**config.mk**
```make
export PLATFORM = sky130hd
export DESIGN_NAME = quad_bcd_updn_counter
export DESIGN_NICKNAME = d
export VERILOG_FILES = /design/src/rtl/quad_bcd_updn_counter.sv
export SDC_FILE = /design/constraint.sdc
export NUM_CORES = 1
export LEC_CHECK = 0
export BUFFER_PORTS_ARGS = -buffer_cell sky130_fd_sc_hd__buf_2
export CORE_ASPECT_RATIO = 0.75
export CORE_MARGIN = 5
export CORE_UTILIZATION = 57
export CTS_CLUSTER_DIAMETER = 80
export DETAILED_ROUTE_END_ITERATION = 7
export GPL_TIMING_DRIVEN = 1
export PLACE_DENSITY = 0.89
export SYNTH_ARGS = -nofsm -noshare
export SYNTH_HDL_FRONTEND = slang
export SYNTH_SLANG_ARGS = --single-unit
```
**constraint.sdc**
```tcl
create_clock -name clk -period 2.5 [get_ports clk]
set_input_delay 0.25 -clock clk [delete_from_list [all_inputs] [get_ports clk]]
set_output_delay 0.25 -clock clk [all_outputs]
set_load 0.02 [all_outputs]
```
**src/rtl/quad_bcd_updn_counter.sv**
```systemverilog
// Quadrature decoder driving a DIGITS-wide cascaded BCD up/down counter.
// Phases are synchronized, primed after reset, x4-decoded and counted modulo 10^DIGITS.
module quad_bcd_updn_counter #(
  parameter int DIGITS      = 2,
  parameter int SYNC_STAGES = 2
) (
  input  logic                  clk,
  input  logic                  clr,
  input  logic                  qa,
  input  logic                  qb,
  input  logic                  load,
  input  logic                  en,
  input  logic [4*DIGITS-1:0]   d,
  output logic [4*DIGITS-1:0]   q,
  output logic                  dir,
  output logic                  maxmin,
  output logic                  wrap,
  output logic                  err
);

  localparam int W  = 4 * DIGITS;
  localparam int PW = $clog2(SYNC_STAGES + 2);
  localparam logic [PW-1:0] PRIME_INIT = PW'(SYNC_STAGES + 1);

  typedef enum logic [1:0] {
    STEP_NONE,
    STEP_UP,
    STEP_DN,
    STEP_ILL
  } step_e;

  logic [SYNC_STAGES-1:0] sa_q, sb_q;
  logic [1:0]             prev_q, prev_d;
  logic [PW-1:0]          prime_q, prime_d;
  logic [W-1:0]           q_q, q_d;
  logic                   dir_q, dir_d;
  logic                   wrap_q, wrap_d;
  logic                   err_q, err_d;

  logic [1:0]   s;
  step_e        step;
  logic [W-1:0] inc_val, dec_val, load_val;
  logic         load_bad, all9, all0;
  logic         carry, borrow;
  logic [3:0]   digit;

  assign s = {sa_q[SYNC_STAGES-1], sb_q[SYNC_STAGES-1]};

  // Up order is 00 -> 10 -> 11 -> 01 -> 00; a two-bit change is illegal.
  always_comb begin
    step = STEP_NONE;
    case ({prev_q, s})
      4'b00_10, 4'b10_11, 4'b11_01, 4'b01_00: step = STEP_UP;
      4'b10_00, 4'b11_10, 4'b01_11, 4'b00_01: step = STEP_DN;
      4'b00_11, 4'b11_00, 4'b10_01, 4'b01_10: step = STEP_ILL;
      default:                                step = STEP_NONE;
    endcase
  end

  // Ripple carry/borrow through the digits; a surviving carry means all nines.
  always_comb begin
    inc_val  = '0;
    dec_val  = '0;
    load_val = '0;
    load_bad = 1'b0;
    carry    = 1'b1;
    borrow   = 1'b1;
    digit    = '0;
    for (int i = 0; i < DIGITS; i++) begin
      digit = q_q[4*i +: 4];
      if (!carry) begin
        inc_val[4*i +: 4] = digit;
      end else if (digit == 4'd9) begin
        inc_val[4*i +: 4] = 4'd0;
      end else begin
        inc_val[4*i +: 4] = digit + 4'd1;
        carry = 1'b0;
      end
      if (!borrow) begin
        dec_val[4*i +: 4] = digit;
      end else if (digit == 4'd0) begin
        dec_val[4*i +: 4] = 4'd9;
      end else begin
        dec_val[4*i +: 4] = digit - 4'd1;
        borrow = 1'b0;
      end
      if (d[4*i +: 4] > 4'd9) begin
        load_bad = 1'b1;
      end else begin
        load_val[4*i +: 4] = d[4*i +: 4];
      end
    end
    all9 = carry;
    all0 = borrow;
  end

  // NOTE: every output of a combinational block gets a default first so no latch is inferred.
  always_comb begin
    prev_d  = s;
    prime_d = prime_q;
    q_d     = q_q;
    dir_d   = dir_q;
    wrap_d  = 1'b0;
    err_d   = err_q;

    if (prime_q != '0) begin
      prime_d = prime_q - PW'(1);
    end

    if (!load) begin
      q_d   = load_val;
      err_d = load_bad;
    end else if (prime_q == '0) begin
      if (step == STEP_ILL) begin
        err_d = 1'b1;
      end
      if (!en && step == STEP_UP) begin
        q_d    = inc_val;
        dir_d  = 1'b1;
        wrap_d = all9;
      end else if (!en && step == STEP_DN) begin
        q_d    = dec_val;
        dir_d  = 1'b0;
        wrap_d = all0;
      end
    end
  end

  // NOTE: sequential state uses non-blocking assignments so all flops update together.
  always_ff @(posedge clk or posedge clr) begin
    if (clr) begin
      sa_q    <= '0;
      sb_q    <= '0;
      prev_q  <= 2'b00;
      prime_q <= PRIME_INIT;
      q_q     <= '0;
      dir_q   <= 1'b1;
      wrap_q  <= 1'b0;
      err_q   <= 1'b0;
    end else begin
      sa_q    <= {sa_q[SYNC_STAGES-2:0], qa};
      sb_q    <= {sb_q[SYNC_STAGES-2:0], qb};
      prev_q  <= prev_d;
      prime_q <= prime_d;
      q_q     <= q_d;
      dir_q   <= dir_d;
      wrap_q  <= wrap_d;
      err_q   <= err_d;
    end
  end

  assign q      = q_q;
  assign dir    = dir_q;
  assign wrap   = wrap_q;
  assign err    = err_q;
  assign maxmin = dir_q ? all9 : all0;

endmodule
```
==> impl_results.md, run 1 <==
- Pwr per Cell Area: 623 nW/um^2
- Worst-skew pair later-pin latency: ~0.32 ns
- Clock root cell: clkbuf_4
- Status: finished clean
- Setup WS post-layout: about 0.42 ns
- Core box area: 2270 sq um
- Netlist cell types: 52
- Fin cells: 190
- GP Congestion: about 0.85
- Layout fillers: 183
- Pleak: around 0.63 nW
- RSZ-0062 raised after global routing: false
- Overall routed net length: ~3100 microns
- Post-synth top area share: between 20% and 30%
- Placed inst area: approximately 1400 sq um
- Routed wl met3: approximately 230 microns
- Clock Skews: approximately 0.015 ns
- Pre-CTS setup slack: around 0.65 ns
- R2R Path Start: q[0]
- Crit end category: primary output
- Switching power: roughly 0.37 mW
- DIE HEIGHT: between 50 and 60 microns
- CTS tree: yes
- Number of routed nets with antenna violations: 0
- Syn Nets: 150
- Dominant cells by area after synthesis: dfrtp_1 30%, dfstp_2 5.9%, a31oi_1 3.7%
- Worst r2r dst: q[6]
- Register area share after synthesis: between 30% and 40%
- Dpl cells: about 190
- Hpwl dp: roughly 2300 microns
- Diode count: 0
- R2R Setup Slk: 0.57 ns
- Final period utilization: between 80% and 90%
- Power share of the clock group: approximately a fifth
- Cell Int Power: 0.540 mW
- H-tree Lvls: 1
- Area grow syn2layout: 9.33%
- # resized after CTS: 0
- Tmin final: 2.08 ns
- Area leader, netlist: dfrtp_1
- I/O pins: 26
- Crit Path Class: reg -> out
- DR WL met2: roughly 1600 microns
- Clock sinks: 19
- Post-route cell area: roughly 1500 sq um
- Initial Utilization: just under 60%
- Post-Route M1 WL: 1260 microns
- Synthesis-stage register bit count: 19
- Routed length per placed instance: 16.3 microns
- Syn_area_per_cell: roughly 9.9 sq um
- Flop pwr share: 45.3%
- Critical Path RT: 2.25 ns
- Cells after Synth: around 140
- Final TNS setup: 0 ns
- Remaining DRCs: 0
- Final nets: approximately 170
- Synth warn: 0
- Min-Delay Path Class: in -> async
- Hold Buf Count CTS: 0
- Worst VDD drop: ~0.00032 V
- IO Port Bufs: 25
- Final hold viol count: 0
- Worst Setup Start Kind: flip-flop
- Netlist Area Pre-Place: roughly 1300 sq um
- Register area: between 400 and 500 sq um
- Antenna violations before repair: 0
- Setup violations, final: 0
- Num rows: 15
- Clock tree buffer depth: 2
- Max Freq: ~480 MHz
- Max-slew violation count: 0
- Iter 0 DRT Violations: 90
- Sw Ratio: between 40% and 50%
- Die X: around 66 microns
- Post-CTS Setup Inserts: 0
- Num CTS Buffers: 3
- Rel. slew slack: between 50% and 60%
- Post-synth EDFFs: 0
- GRT overflow: 0
- DRT Pass-1 Iters: 5
- Pin count of the biggest net entering global routing: 20
- Max-cap violations: 0
- Worst-margin pin slew: approximately 0.74 ns
- Worst hold margin: approximately 0.028 ns
- Crit path max fanout: 15
- Routed via count: about 1100
- Area of the die: 3430 sq um
- Async SR Flop Fraction: 100%
- First-pass GRT wire length: 5040 microns
- Clk slew on worst S/H paths: between 0.1 and 0.15 ns
- Arr. time, crit path: ~1.8 ns
- Most common cell in the netlist: dfrtp_1
- Share of layout cells above drive strength 1: 32.1%
- Primary FF master, synth: dfrtp_1
- DR top layer: met4
- Pwr Total: ~0.9 mW
- Number of global-route vias before repair: about 1100
- Overall Global Routing Usage: approximately 20%
- Logic pwr share: between 30% and 40%
- Footprint of the multi-input gates: ~760 sq um
- Reg2reg path depth: 5
- Most instantiated cells after synthesis: 16 x dfrtp_1, 9 x nand2_1, 8 x a31oi_1, 6 x nor3_1, 6 x o21ai_1
- Vias/cell: approximately 6
- Final Util: ~65%
[cell families (layout without fill, tap and decap cells)]
| group | Yosys count | after routing | share of synthesized area (%) |
|---|---|---|---|
| and+or+nand+nor | 46 | 46 | 21.6 |
| AOI/OAI and AO/OA | 36 | 36 | 18.3 |
| DFF | 19 | 19 | 35.7 |
| xor gates and xnor gates | 14 | 14 | 11.9 |
| buffers and inverters | 14 | 35 | 7.37 |
| muxes | 5 | 5 | 4.10 |
| adders and majority gates | 1 | 1 | 0.933 |
[cell type report]
cell class / count / share of cell area (%)
clock buffer: 3 / 1.54
clock inverter: 1 / 0.512
inverter: 5 / 1.28
multi-input combinational: 102 / 52.0
sequential: 19 / 32.7
tap: 34 / 2.90
timing repair buffer: 26 / 9.04
[registers in the layout, summed over array words and instances, names as in the netlist]
signal and flops:
sb_q 2, wrap 1, dir 1, prime_q 2, sa_q 2, q 8
prev_q 2, err 1
[how the worst max path moves through the flow]
stage              to  startpoint  slack, ns
5_1_grt        maxmin        q[0]       0.33
3_3_place_gp     q[1]     sb_q[1]       0.78
6_report       maxmin        q[0]       0.42
4_1_cts        maxmin        q[1]       0.43
3_5_place_dp     q[6]        q[0]       0.65
2_1_floorplan  maxmin        q[1]       0.68
[layout by cell type (no fill, tap or decap), types with 4 or more instances in the layout]
master / count
nand2_1: 9
o21ai_0: 5
nor2_1: 5
xor2_1: 4
nor3_1: 6
buf_2: 25
inv_1: 5
mux2i_1: 4
dfrtp_1: 16
xnor2_1: 5
a31oi_1: 8
o21ai_1: 6
[power by group through the flow]
| stage | Sequential, mW | Combinational (mW) | Clock [mW] |
|---|---|---|---|
| floorplan | 0.407 | 0.259 | 0 |
| global placement | 0.412 | 0.307 | 0 |
| detailed placement | 0.418 | 0.325 | 0 |
| CTS | 0.411 | 0.326 | 0.176 |
| global route | 0.423 | 0.351 | 0.196 |
| finish | 0.414 | 0.326 | 0.174 |
[worst max-delay path: stages, from the launching register on]
cell,delay (ns)
dfrtp_1,0.58
or3_1,0.46
nor3_1,0.14
a31oi_1,0.06
nor2_1,0.10
buf_2,0.17
[metal layers]
metal | up-vias | GRT usage (%)
li1 | 536 | -
met1 | 544 | 24.8
met2 | 52 | 32.9
met3 | 8 | 5.62
met4 | 0 | 6.42
met5 | - | 0
No activity file was read; power rests on OpenSTA's default activity.
==> inputs of run 2 (changes only) <==
Settings changed: ABC_AREA set to 1, CORE_UTILIZATION 57 to 49, PLACE_DENSITY 0.89 to 0.82.
Clock period 2.5 ns to 1.9 ns, I/O delays scaled along.
==> impl_results.md, run 2 <==
- Status: finished clean
- Reg2reg path depth: 10
- Cells after Synth: 197
- Core box area: roughly 2600 sq um
- Flop pwr share: approximately 37%
- Pre-CTS setup slack: ~0.32 ns
- Area leader, netlist: dfrtp_1
- Vias/cell: 4.86
- Antenna violations before repair: 0
- Final period utilization: between 90% and 100%
- Clock Skews: roughly 0.0038 ns
- Number of global-route vias before repair: roughly 1200
- IO Port Bufs: 25
- Final hold viol count: 0
- Commonest non-fill, non-tap cell in the layout: nand2_1
- Rel. slew slack: 51.5%
- Worst-margin pin slew: around 0.73 ns
- Syn_area_per_cell: between 6 and 7 sq um
- Switching power: about 0.65 mW
- Crit Path Class: reg -> out
- Clock tree buffer depth: 2
- Final nets: between 200 and 250
- Max-slew violation count: 0
- Remaining DRCs: 0
- Primary FF master, synth: dfrtp_1
- Num rows: 16
- Worst r2r dst: q[4]
- DRT Pass-1 Iters: 4
- R2R Setup Slk: a little under 0.3 ns
- Routed length per placed instance: about 11 microns
- I/O pins: 26
- Die X: roughly 70 microns
- Sw Ratio: between 40 and 50%
- Worst VDD drop: around 0.00051 V
- GP Congestion: 0.853
- Pleak: 0.859 nW
- Dominant cells by area after synthesis: dfrtp_1 30%, nand2_1 19%, nand3_1 12%
- Critical Path RT: between 1.5 and 2 ns
- Tmin final: 1.77 ns
- Pwr per Cell Area: between 900 and 1000 nW/um^2
- Arr. time, crit path: 1.58 ns
- Clock root cell: clkbuf_4
- Routed via count: approximately 1300
- Setup WS post-layout: 0.135 ns
- Most common cell in the netlist: nand2_1
- First-pass GRT wire length: approximately 5000 microns
- Register area share after synthesis: 35.9%
- Area grow syn2layout: 19.0%
- Netlist cell types: 23
- Area of the die: slightly below 4000 sq um
- H-tree Lvls: 1
- Initial Utilization: 51.3%
- Iter 0 DRT Violations: between 70 and 80
- R2R Path Start: prev_q[1]
- Pwr Total: ~1.5 mW
- Syn Nets: 212
- Cell Int Power: just over 0.8 mW
- Share of layout cells above drive strength 1: 27.2%
- Worst Setup Start Kind: flip-flop
- Num CTS Buffers: 3
- DIE HEIGHT: approximately 55 microns
- Clock sinks: 19
- Max-cap violations: 0
- Crit end category: primary output
- Number of routed nets with antenna violations: 0
- Max Freq: between 500 and 600 MHz
- Overall routed net length: between 3000 and 4000 microns
- Crit path max fanout: 6
- Power share of the clock group: around 14%
- Synthesis-stage register bit count: 19
- Post-synth EDFFs: 0
- Setup violations, final: 0
- Clk slew on worst S/H paths: ~0.10 ns
- Logic pwr share: between 40% and 50%
- Async SR Flop Fraction: 100%
- CTS tree: yes
- Most frequent cells in the layout: 65 x nand2_1, 31 x nand3_1, 25 x buf_2
- Synth warn: 0
- Max FFs per register: 8
- Pin count of the biggest net entering global routing: 20
- Most instantiated cells after synthesis: 66 x nand2_1, 31 x nand3_1, 23 x inv_1, 16 x dfrtp_1, 15 x nor2_1
- Netlist Area Pre-Place: ~1300 sq um
- GRT overflow: 0
- Worst-skew pair later-pin latency: between 0.2 and 0.3 ns
- Hpwl dp: 2300 microns
- Diode count: 0
- Min-Delay Path Class: in -> async
- Post-synth top area share: 30.0%
- Overall Global Routing Usage: 15.6%
run 2: changes by cell type in the layout (fill, tap and decap cells not counted), sizes merged, moves of 7 or more:
cell / delta
nand2: +66
nand3: +32
inv: +20
nor2: +13
a31oi: -8
nor3: -7
xnor2: -7
run 2: how the worst max path moves through the flow:
stage                     cells past startpoint     end      start  slack (ns)
after floorplan                               7  maxmin       q[0]        0.13
after global placement                       10    q[4]  prev_q[1]        0.37
after detailed placement                      8  maxmin       q[0]        0.32
after CTS                                     8  maxmin       q[0]        0.03
after global routing                          6  maxmin       q[6]       -0.05
final                                         6  maxmin       q[6]        0.13
run 2: metal layers:
layer	part of all wire [%]	vias up	track usage, %
li1	-	690	-
met3	5.8	2	4.89
met4	0.43	0	2.73
met1	50	579	21.5
met2	44	32	24.4
met5	0	-	0
run 2: logic make-up after synthesis:
kind of cell | after synthesis | share of synthesized area [%]
simple gates | 129 | 45.5
flops | 19 | 35.9
compound gates | 18 | 7.21
buf+inv | 28 | 9.18
fa+ha+maj | 1 | 0.936
xor+xnor | 2 | 1.31
run 2: critical path: stages, from the launching register on:
cell	delay, ns
dfrtp_1	0.45
nor2_1	0.22
nand3_1	0.16
nor2_2	0.16
nand2_1	0.06
o21ai_1	0.06
buf_2	0.17
run 2: cell type report:
cell class / count / area [sq um]
clock buffer: 4 / 26.3
fill: 251 / 1010
inverter: 26 / 97.6
multi-input combinational: 150 / 749
sequential: 19 / 482
tap: 36 / 45.0
timing repair buffer: 33 / 190
run 2: power by group through the flow:
stage | clock [mW] | combinational (mW) | sequential, mW
after CTS | 0.212 | 0.668 | 0.551
final | 0.200 | 0.733 | 0.548
after global routing | 0.232 | 0.831 | 0.556
after floorplan | 0 | 0.424 | 0.611
after detailed placement | 0 | 0.660 | 0.558
after global placement | 0 | 0.652 | 0.554
run 2: what timing repair did:
item                                    CTS  global route
gates resized for setup                   1             7
pin swaps                                 0             2
cloned                                    0             0
endpoints found under the setup margin    1             1
buffers inserted                          0             5
endpoints found under the hold margin     2             0
hold buffers                              2             0
run 2: per-stage QoR:
step | TNS, ns | area (sq um) | utilization [%] | instances | hold WS, ns
detailed placement | 0 | 1490 | 57.2 | 257 | 0.299
finish | 0 | 1590 | 61.1 | 268 | 0.000854
global placement | 0 | 1490 | 57.2 | 257 | 0.300
CTS | 0 | 1540 | 59.1 | 263 | 0.0199
floorplan | 0 | 1340 | - | 197 | 0.139
global route | -0.0483 | 1590 | 61.1 | 268 | 0.0486
